--- src/rtl/sdram_ctrl_pkg.sv ---
// Shared state encodings and small helpers for the SDRAM sequencing controller.
// Init and work state values are fixed because the command block decodes them.
package sdram_ctrl_pkg;

  typedef enum logic [4:0] {
    I_NOP  = 5'd0,
    I_PRE  = 5'd1,
    I_TRP  = 5'd2,
    I_AR   = 5'd3,
    I_TRF  = 5'd4,
    I_MRS  = 5'd5,
    I_TRSC = 5'd6,
    I_DONE = 5'd7
  } init_state_t;

  typedef enum logic [3:0] {
    W_IDLE   = 4'd0,
    W_ACTIVE = 4'd1,
    W_TRCD   = 4'd2,
    W_READ   = 4'd3,
    W_CL     = 4'd4,
    W_RD     = 4'd5,
    W_WRITE  = 4'd6,
    W_WD     = 4'd7,
    W_TWR    = 4'd8,
    W_PRE    = 4'd9,
    W_TRP    = 4'd10,
    W_AR     = 4'd11,
    W_TRFC   = 4'd12
  } work_state_t;

  localparam int unsigned CNT_W = 10;

  // cnt_clk value on the final cycle of an n-cycle state
  function automatic logic [CNT_W-1:0] last_cycle(input int unsigned n);
    return CNT_W'(n - 1);
  endfunction

  // cnt + slack <= burst, widened so small bursts cannot wrap the compare
  function automatic logic within_burst(input logic [CNT_W-1:0] cnt,
                                        input logic [CNT_W-1:0] burst,
                                        input int unsigned slack);
    return ({1'b0, cnt} + (CNT_W + 1)'(slack)) <= {1'b0, burst};
  endfunction

endpackage

--- src/rtl/sdram_ctrl_ref_timer.sv ---
// Auto-refresh interval timer: free-runs once init is done and raises ref_req
// every TREF cycles; ref_req holds until the work FSM takes the refresh.
module sdram_ctrl_ref_timer #(
  parameter int unsigned TREF = 781
) (
  input  logic clk,
  input  logic rst_n,
  input  logic en,
  input  logic clr,
  output logic ref_req
);

  localparam int unsigned TW = $clog2(TREF);

  logic [TW-1:0] tcnt;
  logic          wrap;

  assign wrap = en && (tcnt == TW'(TREF - 1));

  always_ff @(posedge clk or negedge rst_n) begin
    if (!rst_n) begin
      tcnt    <= '0;
      ref_req <= 1'b0;
    end else begin
      if (wrap)
        tcnt <= '0;
      else if (en)
        tcnt <= tcnt + TW'(1);
      // a new expiry outranks a clear so no refresh period is lost
      if (wrap)
        ref_req <= 1'b1;
      else if (clr)
        ref_req <= 1'b0;
    end
  end

endmodule

--- src/rtl/sdram_ctrl.sv ---
// SDRAM sequencing FSM: power-up init, then refresh/write/read arbitration.
// Drives state and per-state cycle count to the command block and data acks to the user side.
module sdram_ctrl
  import sdram_ctrl_pkg::*;
#(
  parameter int unsigned T200US  = 20000,
  parameter int unsigned TRP     = 3,
  parameter int unsigned TRFC    = 7,
  parameter int unsigned TRSC    = 3,
  parameter int unsigned TRCD    = 2,
  parameter int unsigned TCL     = 3,
  parameter int unsigned TWR     = 2,
  parameter int unsigned TREF    = 781,
  parameter int unsigned INIT_AR = 8
) (
  input  logic       clk,
  input  logic       rst_n,
  input  logic       sdram_wr_req,
  input  logic       sdram_rd_req,
  input  logic [9:0] sdram_wr_burst,
  input  logic [9:0] sdram_rd_burst,
  output logic       sdram_wr_ack,
  output logic       sdram_rd_ack,
  output logic       sdram_init_done,
  output logic [4:0] init_state,
  output logic [3:0] work_state,
  output logic [9:0] cnt_clk,
  output logic       sdram_rd_wr
);

  localparam int unsigned PW = $clog2(T200US);
  localparam int unsigned AW = $clog2(INIT_AR + 1);

  init_state_t   init_q, init_d;
  work_state_t   work_q, work_d;
  logic          rd_wr_q, rd_wr_d;
  logic [PW-1:0] pwr_cnt;
  logic [AW-1:0] ar_cnt;
  logic          ref_req, ref_clr;

  sdram_ctrl_ref_timer #(.TREF(TREF)) u_ref_timer (
    .clk     (clk),
    .rst_n   (rst_n),
    .en      (init_q == I_DONE),
    .clr     (ref_clr),
    .ref_req (ref_req)
  );

  always_comb begin
    init_d = init_q;
    case (init_q)
      I_NOP:   if (pwr_cnt == PW'(T200US - 1)) init_d = I_PRE;
      I_PRE:   init_d = I_TRP;
      I_TRP:   if (cnt_clk == last_cycle(TRP)) init_d = I_AR;
      I_AR:    init_d = I_TRF;
      I_TRF:   if (cnt_clk == last_cycle(TRFC))
                 init_d = (ar_cnt == AW'(INIT_AR)) ? I_MRS : I_AR;
      I_MRS:   init_d = I_TRSC;
      I_TRSC:  if (cnt_clk == last_cycle(TRSC)) init_d = I_DONE;
      I_DONE:  init_d = I_DONE;
      default: init_d = I_NOP;
    endcase
  end

  // Requests are levels held by the requester until it sees its ack; they are
  // only looked at in W_IDLE, and each ack is high once per data word.
  always_comb begin
    work_d  = work_q;
    rd_wr_d = rd_wr_q;
    ref_clr = 1'b0;
    case (work_q)
      W_IDLE: if (init_q == I_DONE) begin
        if (ref_req) begin
          work_d  = W_AR;
          ref_clr = 1'b1;
        end else if (sdram_wr_req) begin
          work_d  = W_ACTIVE;
          rd_wr_d = 1'b0;
        end else if (sdram_rd_req) begin
          work_d  = W_ACTIVE;
          rd_wr_d = 1'b1;
        end
      end
      W_ACTIVE: work_d = W_TRCD;
      W_TRCD:   if (cnt_clk == last_cycle(TRCD)) work_d = rd_wr_q ? W_READ : W_WRITE;
      W_READ:   work_d = W_CL;
      W_CL:     if (cnt_clk == last_cycle(TCL - 1)) work_d = W_RD;
      W_RD:     if (cnt_clk == sdram_rd_burst - 10'd1) work_d = W_PRE;
      W_WRITE:  work_d = W_WD;
      W_WD:     if (cnt_clk == sdram_wr_burst - 10'd1) work_d = W_TWR;
      W_TWR:    if (cnt_clk == last_cycle(TWR)) work_d = W_PRE;
      W_PRE:    work_d = W_TRP;
      W_TRP:    if (cnt_clk == last_cycle(TRP)) work_d = W_IDLE;
      W_AR:     work_d = W_TRFC;
      W_TRFC:   if (cnt_clk == last_cycle(TRFC)) work_d = W_IDLE;
      default:  work_d = W_IDLE;
    endcase
  end

  always_ff @(posedge clk or negedge rst_n) begin
    if (!rst_n) begin
      init_q  <= I_NOP;
      work_q  <= W_IDLE;
      rd_wr_q <= 1'b0;
      cnt_clk <= '0;
      pwr_cnt <= '0;
      ar_cnt  <= '0;
    end else begin
      init_q  <= init_d;
      work_q  <= work_d;
      rd_wr_q <= rd_wr_d;
      cnt_clk <= ((init_d != init_q) || (work_d != work_q)) ? '0 : cnt_clk + 10'd1;
      if (init_q == I_NOP) pwr_cnt <= pwr_cnt + PW'(1);
      if (init_q == I_AR)  ar_cnt  <= ar_cnt + AW'(1);
    end
  end

  assign init_state      = init_q;
  assign work_state      = work_q;
  assign sdram_rd_wr     = rd_wr_q;
  assign sdram_init_done = (init_q == I_DONE);
  assign sdram_wr_ack    = (work_q == W_WRITE) ||
                           ((work_q == W_WD) && within_burst(cnt_clk, sdram_wr_burst, 2));
  assign sdram_rd_ack    = (work_q == W_RD) && within_burst(cnt_clk, sdram_rd_burst, 1);

endmodule

--- config.mk ---
export PLATFORM = sky130hd
export DESIGN_NAME = sdram_ctrl
export DESIGN_NICKNAME = d
export VERILOG_FILES = /design/src/rtl/sdram_ctrl_pkg.sv /design/src/rtl/sdram_ctrl_ref_timer.sv /design/src/rtl/sdram_ctrl.sv
export SDC_FILE = /design/constraint.sdc
export NUM_CORES = 1
export LEC_CHECK = 0
export CAP_MARGIN = 20
export CORE_ASPECT_RATIO = 2
export CORE_MARGIN = 4
export CORE_UTILIZATION = 46
export DETAILED_ROUTE_END_ITERATION = 7
export PLACE_DENSITY = 0.67
export SYNTH_ARGS = -nofsm -noshare
export SYNTH_HDL_FRONTEND = slang
export SYNTH_HIERARCHICAL = 1
export SYNTH_SLANG_ARGS = --single-unit
--- constraint.sdc ---
create_clock -name clk -period 3.8 [get_ports clk]
set_input_delay 0.95 -clock clk [delete_from_list [all_inputs] [get_ports clk]]
set_output_delay 0.95 -clock clk [all_outputs]
set_load 0.01 [all_outputs]
==> Word-level counts from Yosys, hierarchy flattened <==
Cells that the tools add are included.
{ "op_classes": {"add_sub_neg": 8, "n_lt_le_gt_ge": 2, "eq_ne": 29, "muxes": 29, "n_bitwise": 1, "reduce_logical": 11} }
{ "op_table": {"columns": ["operator", "count"], "rows": [
  ["4-bit one-hot mux with 13 select lines", 1],
  ["4-bit two-way mux", 11],
  ["5-bit one-hot mux with 8 select lines", 1],
  ["10-bit two-way mux", 3],
  ["4-bit equality test, second input constant", 6],
  ["11-bit by 10-bit less-or-equal comparator with 1-bit output", 2],
  ["10-bit by 1-bit adder with 10-bit output, second input constant", 2],
  ["10-bit equality test", 2],
  ["5-bit by 3-bit equality test with 1-bit output, second input constant", 4],
  ["5-bit two-way mux", 4],
  ["10-bit by 1-bit subtractor with 10-bit output, second input constant", 2],
  ["4-bit by 3-bit equality test with 1-bit output, second input constant", 4],
  ["15-bit by 1-bit adder with 15-bit output, second input constant", 1],
  ["15-bit equality test, second input constant", 1],
  ["10-bit by 1-bit adder with 11-bit output, second input constant", 1],
  ["10-bit by 2-bit adder with 11-bit output, second input constant", 1],
  ["10-bit by 1-bit equality test with 1-bit output, second input constant", 1],
  ["10-bit equality test, second input constant", 1],
  ["10-bit by 2-bit equality test with 1-bit output, second input constant", 1],
  ["10-bit by 3-bit equality test with 1-bit output, second input constant", 1],
  ["5-bit by 2-bit equality test with 1-bit output, second input constant", 2],
  ["4-bit by 2-bit equality test with 1-bit output, second input constant", 2],
  ["1-bit two-way mux", 7],
  ["3-bit two-way mux", 2],
  ["other kinds (12)", 17]
]} }
{ "totals": {"reg_bits": 50, "word_cells": 88} }

==> Longest topological paths before layout <==
{ "logic_depth": {"depth_word": 8, "depth_mapped": 11, "depth_no_buf": 11} }

==> Cells and area by module <==
Netlist, hierarchy kept.
{ "modules_own_cells": {"columns": ["module", "n_inst", "cells_per_inst", "area_each_um2"], "rows": [
  ["sdram_ctrl", 1, 416, 3525.9],
  ["sdram_ctrl_ref_timer", 1, 57, 583.1]
]} }

==> Least setup slack after synthesis <==
Ideal clock, no wire load.
{ "synth_timing": {"kind": "input-to-output", "from": "input sdram_wr_burst[1]", "to": "output sdram_wr_ack", "arrival_time_ps": 2383, "required_ps": 2850, "setup_slack_ps": 467, "path_stages": 9, "path_buffers": 0, "path_cell_list": "inv_1 > ha_1 > nor2b_1 > o21a_1 > o21a_1 > o21a_1 > o21ai_0 > a31oi_1 > nor3_1"} }
{ "synth_between": {"elab_chain_len": 3} }
{ "synth_lines": {"columns": ["item", "line", "rtl"], "rows": [
  ["from (decl)", "sdram_ctrl.sv:20", "input logic [9:0] sdram_wr_burst,"],
  ["11-bit by 10-bit less-or-equal comparator with 1-bit output", "sdram_ctrl_pkg.sv:43", "return ({1'b0, cnt} + (CNT_W + 1)'(slack)) <= {1'b0, burst};"],
  ["1-bit logical AND", "sdram_ctrl.sv:123", "((work_q == W_WD) && within_burst(cnt_clk, sdram_wr_burst, 2));"],
  ["1-bit logical OR", "sdram_ctrl.sv:122", "assign sdram_wr_ack = (work_q == W_WRITE) ||"],
  ["to (decl)", "sdram_ctrl.sv:22", "output logic sdram_wr_ack,"]
]} }
Every way passes these cells.

==> Final worst setup path <==
{ "layout_timing": {"from": "register cnt_clk[5]", "to": "output sdram_wr_ack"} }
{ "layout_between": {"elab_chain_len": 4} }
{ "layout_lines": {"columns": ["item", "line", "rtl"], "rows": [
  ["from (decl)", "sdram_ctrl.sv:27", "output logic [9:0] cnt_clk,"],
  ["from (signal assigned)", "sdram_ctrl.sv:112", "cnt_clk <= ((init_d != init_q) || (work_d != work_q)) ? '0 : cnt_clk + 10'd1;"],
  ["10-bit by 2-bit adder with 11-bit output", "sdram_ctrl_pkg.sv:43", null],
  ["11-bit by 10-bit less-or-equal comparator with 1-bit output", "sdram_ctrl_pkg.sv:43", null],
  ["1-bit logical AND", "sdram_ctrl.sv:123", null],
  ["1-bit logical OR", "sdram_ctrl.sv:122", null]
]} }
Every way passes these cells.

==> reports/qor.csv <==
stage,metric,value,unit
clocking,numCtsBuffers,5,
worst_setup_path,path_common_cell,nor3_1,
cells_and_area,instances_no_fill,660,
die,die_area,10600,um^2
sta,finalMaxSlewViolations,0,
die,io_pins,47,
yosys,synth_enable_flop_cells,0,
run_status,outcome,finished clean,
die,start_util,47.5,%
clocking,tritoncts,yes,
yosys,syn_area,4110,um^2
yosys,synthFlopType,dfrtp_1,
die,die_h,142,um
worst_setup_path,reg2reg_depth,9,
clocking,hold_buffers,0,
grt,gr-usage-all-layers,21.9,%
die,core_area,8650,um^2
pwr,p_per_area,331,nW/um^2
pwr,vdd_drop_max,0.215,mV
clocking,cts_buffer_depth,2,
yosys,ys_warn_count,6,
sta,setup_viol,0,
drt,wl_per_cell,16.8,um
die,rows,48,
clocking,cts.sinks,50,
clocking,clock_latency,0.30,ns
sta,max_slew.worst_pin.slew,0.808,ns
sta,hold_viol,0,
worst_setup_path,critPathMaxFanout,5,
worst_setup_path,critPathRequiredTime,2.85,ns
sta,final.setup.tns,0,ns
clocking,cts-root-buf,clkbuf_16,
drt,drt_iter0_drc,197,
placement,dp_cells,652,
sta,fin_crit,3.69,ns
yosys,yosysMostFrequentCell,dfrtp_1,
yosys,yosys-top-cells-area,"dfrtp_1 (30%), ha_1 (9.4%), xnor2_1 (7.0%)",
clocking,h-tree-depth,2,
drt,viasPerCell,5.81,
yosys,ys_top_cells_by_count,"dfrtp_1 (50), inv_1 (37), xnor2_1 (33), nand2_1 (32), nor2_1 (32)",
grt,grt_pass1_wl,18000,um
worst_setup_path,slowest_stage,dfrtp_1,
drt,drt_pass1_iterations,4,
sta,fin_ws,0.112,ns
sta,slew-limit-headroom,46.2,%
cells_and_area,final_nets,614,
yosys,synth_cell_types,68,
worst_setup_path,arrival,2.74,ns
cells_and_area,syn_to_final_growth,25.5,%
drt,drc,0,
placement,post-place-ws,-0.596,ns
placement,hpwl,9030,um
placement,io_buffer_count,46,
worst_setup_path,cpPeakStageDelay,0.44,ns
grt,grt_pass1_vias,3976,
yosys,postSynthAreaPerCell,8.69,um^2
yosys,async_flop_share,100,%
worst_setup_path,endpoint_kind,output port,
min_path,hp-class,register to register,
worst_setup_path,cp-start-kind,register,
sta,finClkSkew,0.00523,ns
pwr,leakage,0.00233,uW
yosys,yosys.area.top_type,dfrtp_1,
yosys,synth_cells,473,
drt,routed_wl,11100,um
worst_setup_path,path_cells,"nand2_1, nor2_1, and4_1, xor2_1, ha_1, nand3_1, nor3_1, a211o_1, a31oi_1, nor3_1, buf_2",
placement,gp_congestion,0.908,
yosys,yosysSeqAreaShare,30.5,%
clocking,path_clk_slew,0.07,ns
yosys,synth_top_area_share,30.5,%
pwr,power,1700,uW
job,cap_violations,0,
drt,antenna_left,0,
sta,period_share,97.1,%
grt,grt_start_max_net_pins,36,
grt,antenna_found_initial,0,
yosys,synth-seq-cells,50,
die,die_x,74.8,um
worst_setup_path,path_class,register to output port,
grt,gr-total-overflow,0,
drt,vias,3835,
cells_and_area,post_route_cells_drive_above_1_share,16.4,%
min_path,hold_path_depth,1,
sta,fmax,271,MHz
cells_and_area,num_antenna_cells,0,
## logic make-up after synthesis
group / Yosys count / share of synthesized area, %
buf+inv: 56 / 6.27
xor+xnor: 61 / 13.5
flops: 50 / 30.5
simple gates: 198 / 27.8
fa+ha+maj: 31 / 9.44
compound gates: 75 / 12.2
mux: 1 / 0.274
other cells: 1 / 0.0913
## cell type report
class                           instances  area [um^2]
Clock buffer                            5          125
Tap cell                              100          125
Fill cell                             800         3490
Timing Repair Buffer                   96          826
Multi-Input combinational cell        368         2660
Sequential cell                        50         1250
Clock inverter                          3         23.8
Inverter                               38          143
## repair_timing
| action | in CTS | in global routing |
|---|---|---|
| setup buffers | 0 | 0 |
| setup endpoints to repair | 2 | 2 |
| pin swaps | 4 | 7 |
| resized for setup | 13 | 14 |
## per-layer routing
metal	wire length [um]	track usage (%)
met4	718	14.9
met2	6240	41.3
met3	351	2.48
met5	0	0
met1	3800	20.5
## through the flow
step                      instance area (um^2)  hold slack (ns)  util [%]
after floorplan                           4110            0.442         -
after global placement                    4950            0.454      57.3
after detailed placement                  4950            0.464      57.3
after CTS                                 5100            0.474      59.0
after global routing                      5150            0.493      59.6
final                                     5150            0.467      59.6
## flip-flops by register name, summed over array words and instances, names as in the netlist
signal	cells
work_state	4
u_ref_timer/tcnt	10
ar_cnt	4
init_state	5
cnt_clk	10
sdram_rd_wr	1
u_ref_timer/ref_req	1
pwr_cnt	15
## worst max-delay path: cells and delay by family, from the launching register on
kind / cells / cell delay, ns
DFF: 1 / 0.44
buffers and inverters: 1 / 0.14
xor gates and xnor gates: 1 / 0.26
adders and majority gates: 1 / 0.31
and+or+nand+nor: 6 / 0.84
AOI/OAI and AO/OA: 2 / 0.45
## where the power goes
group          switching [uW]  internal (uW)  total [uW]
sequential               88.7            583         672
clock                     208            246         454
combinational             295            284         578
total                     591           1110        1700
## worst paths after layout
path | slack, ns | start | to
max | 0.11 | cnt_clk[5] | sdram_wr_ack
max reg2reg | 1.28 | cnt_clk[1] | cnt_clk[4]
min in group asynchronous | 0.74 | rst_n | u_ref_timer/tcnt[6]
min reg2reg | 0.47 | pwr_cnt[14] | pwr_cnt[14]
max in group asynchronous | 2.34 | rst_n | ar_cnt[1]
min | 0.47 | pwr_cnt[14] | pwr_cnt[14]
## placed cells by master (no fill, tap or decap), drive strengths merged, types with 3 or more instances in the layout
master / n
o21a: 6
a211oi: 6
nand3: 24
nor3b: 4
or4: 6
nor2: 33
buf: 53
nor4: 13
xor2: 27
and2: 3
a21o: 4
or3: 4
and3: 6
o21ai: 16
nand4: 15
nor3: 20
dfrtp: 50
clkbuf: 6
xnor2: 34
nand2b: 5
a21oi: 14
clkdlybuf4s50: 38
inv: 39
nand3b: 4
a31oi: 8
ha: 31
o211ai: 5
nand2: 32
nor2b: 10
and4: 4
dlymetal6s2s: 4
No activity file was read; power rests on OpenSTA's default activity.
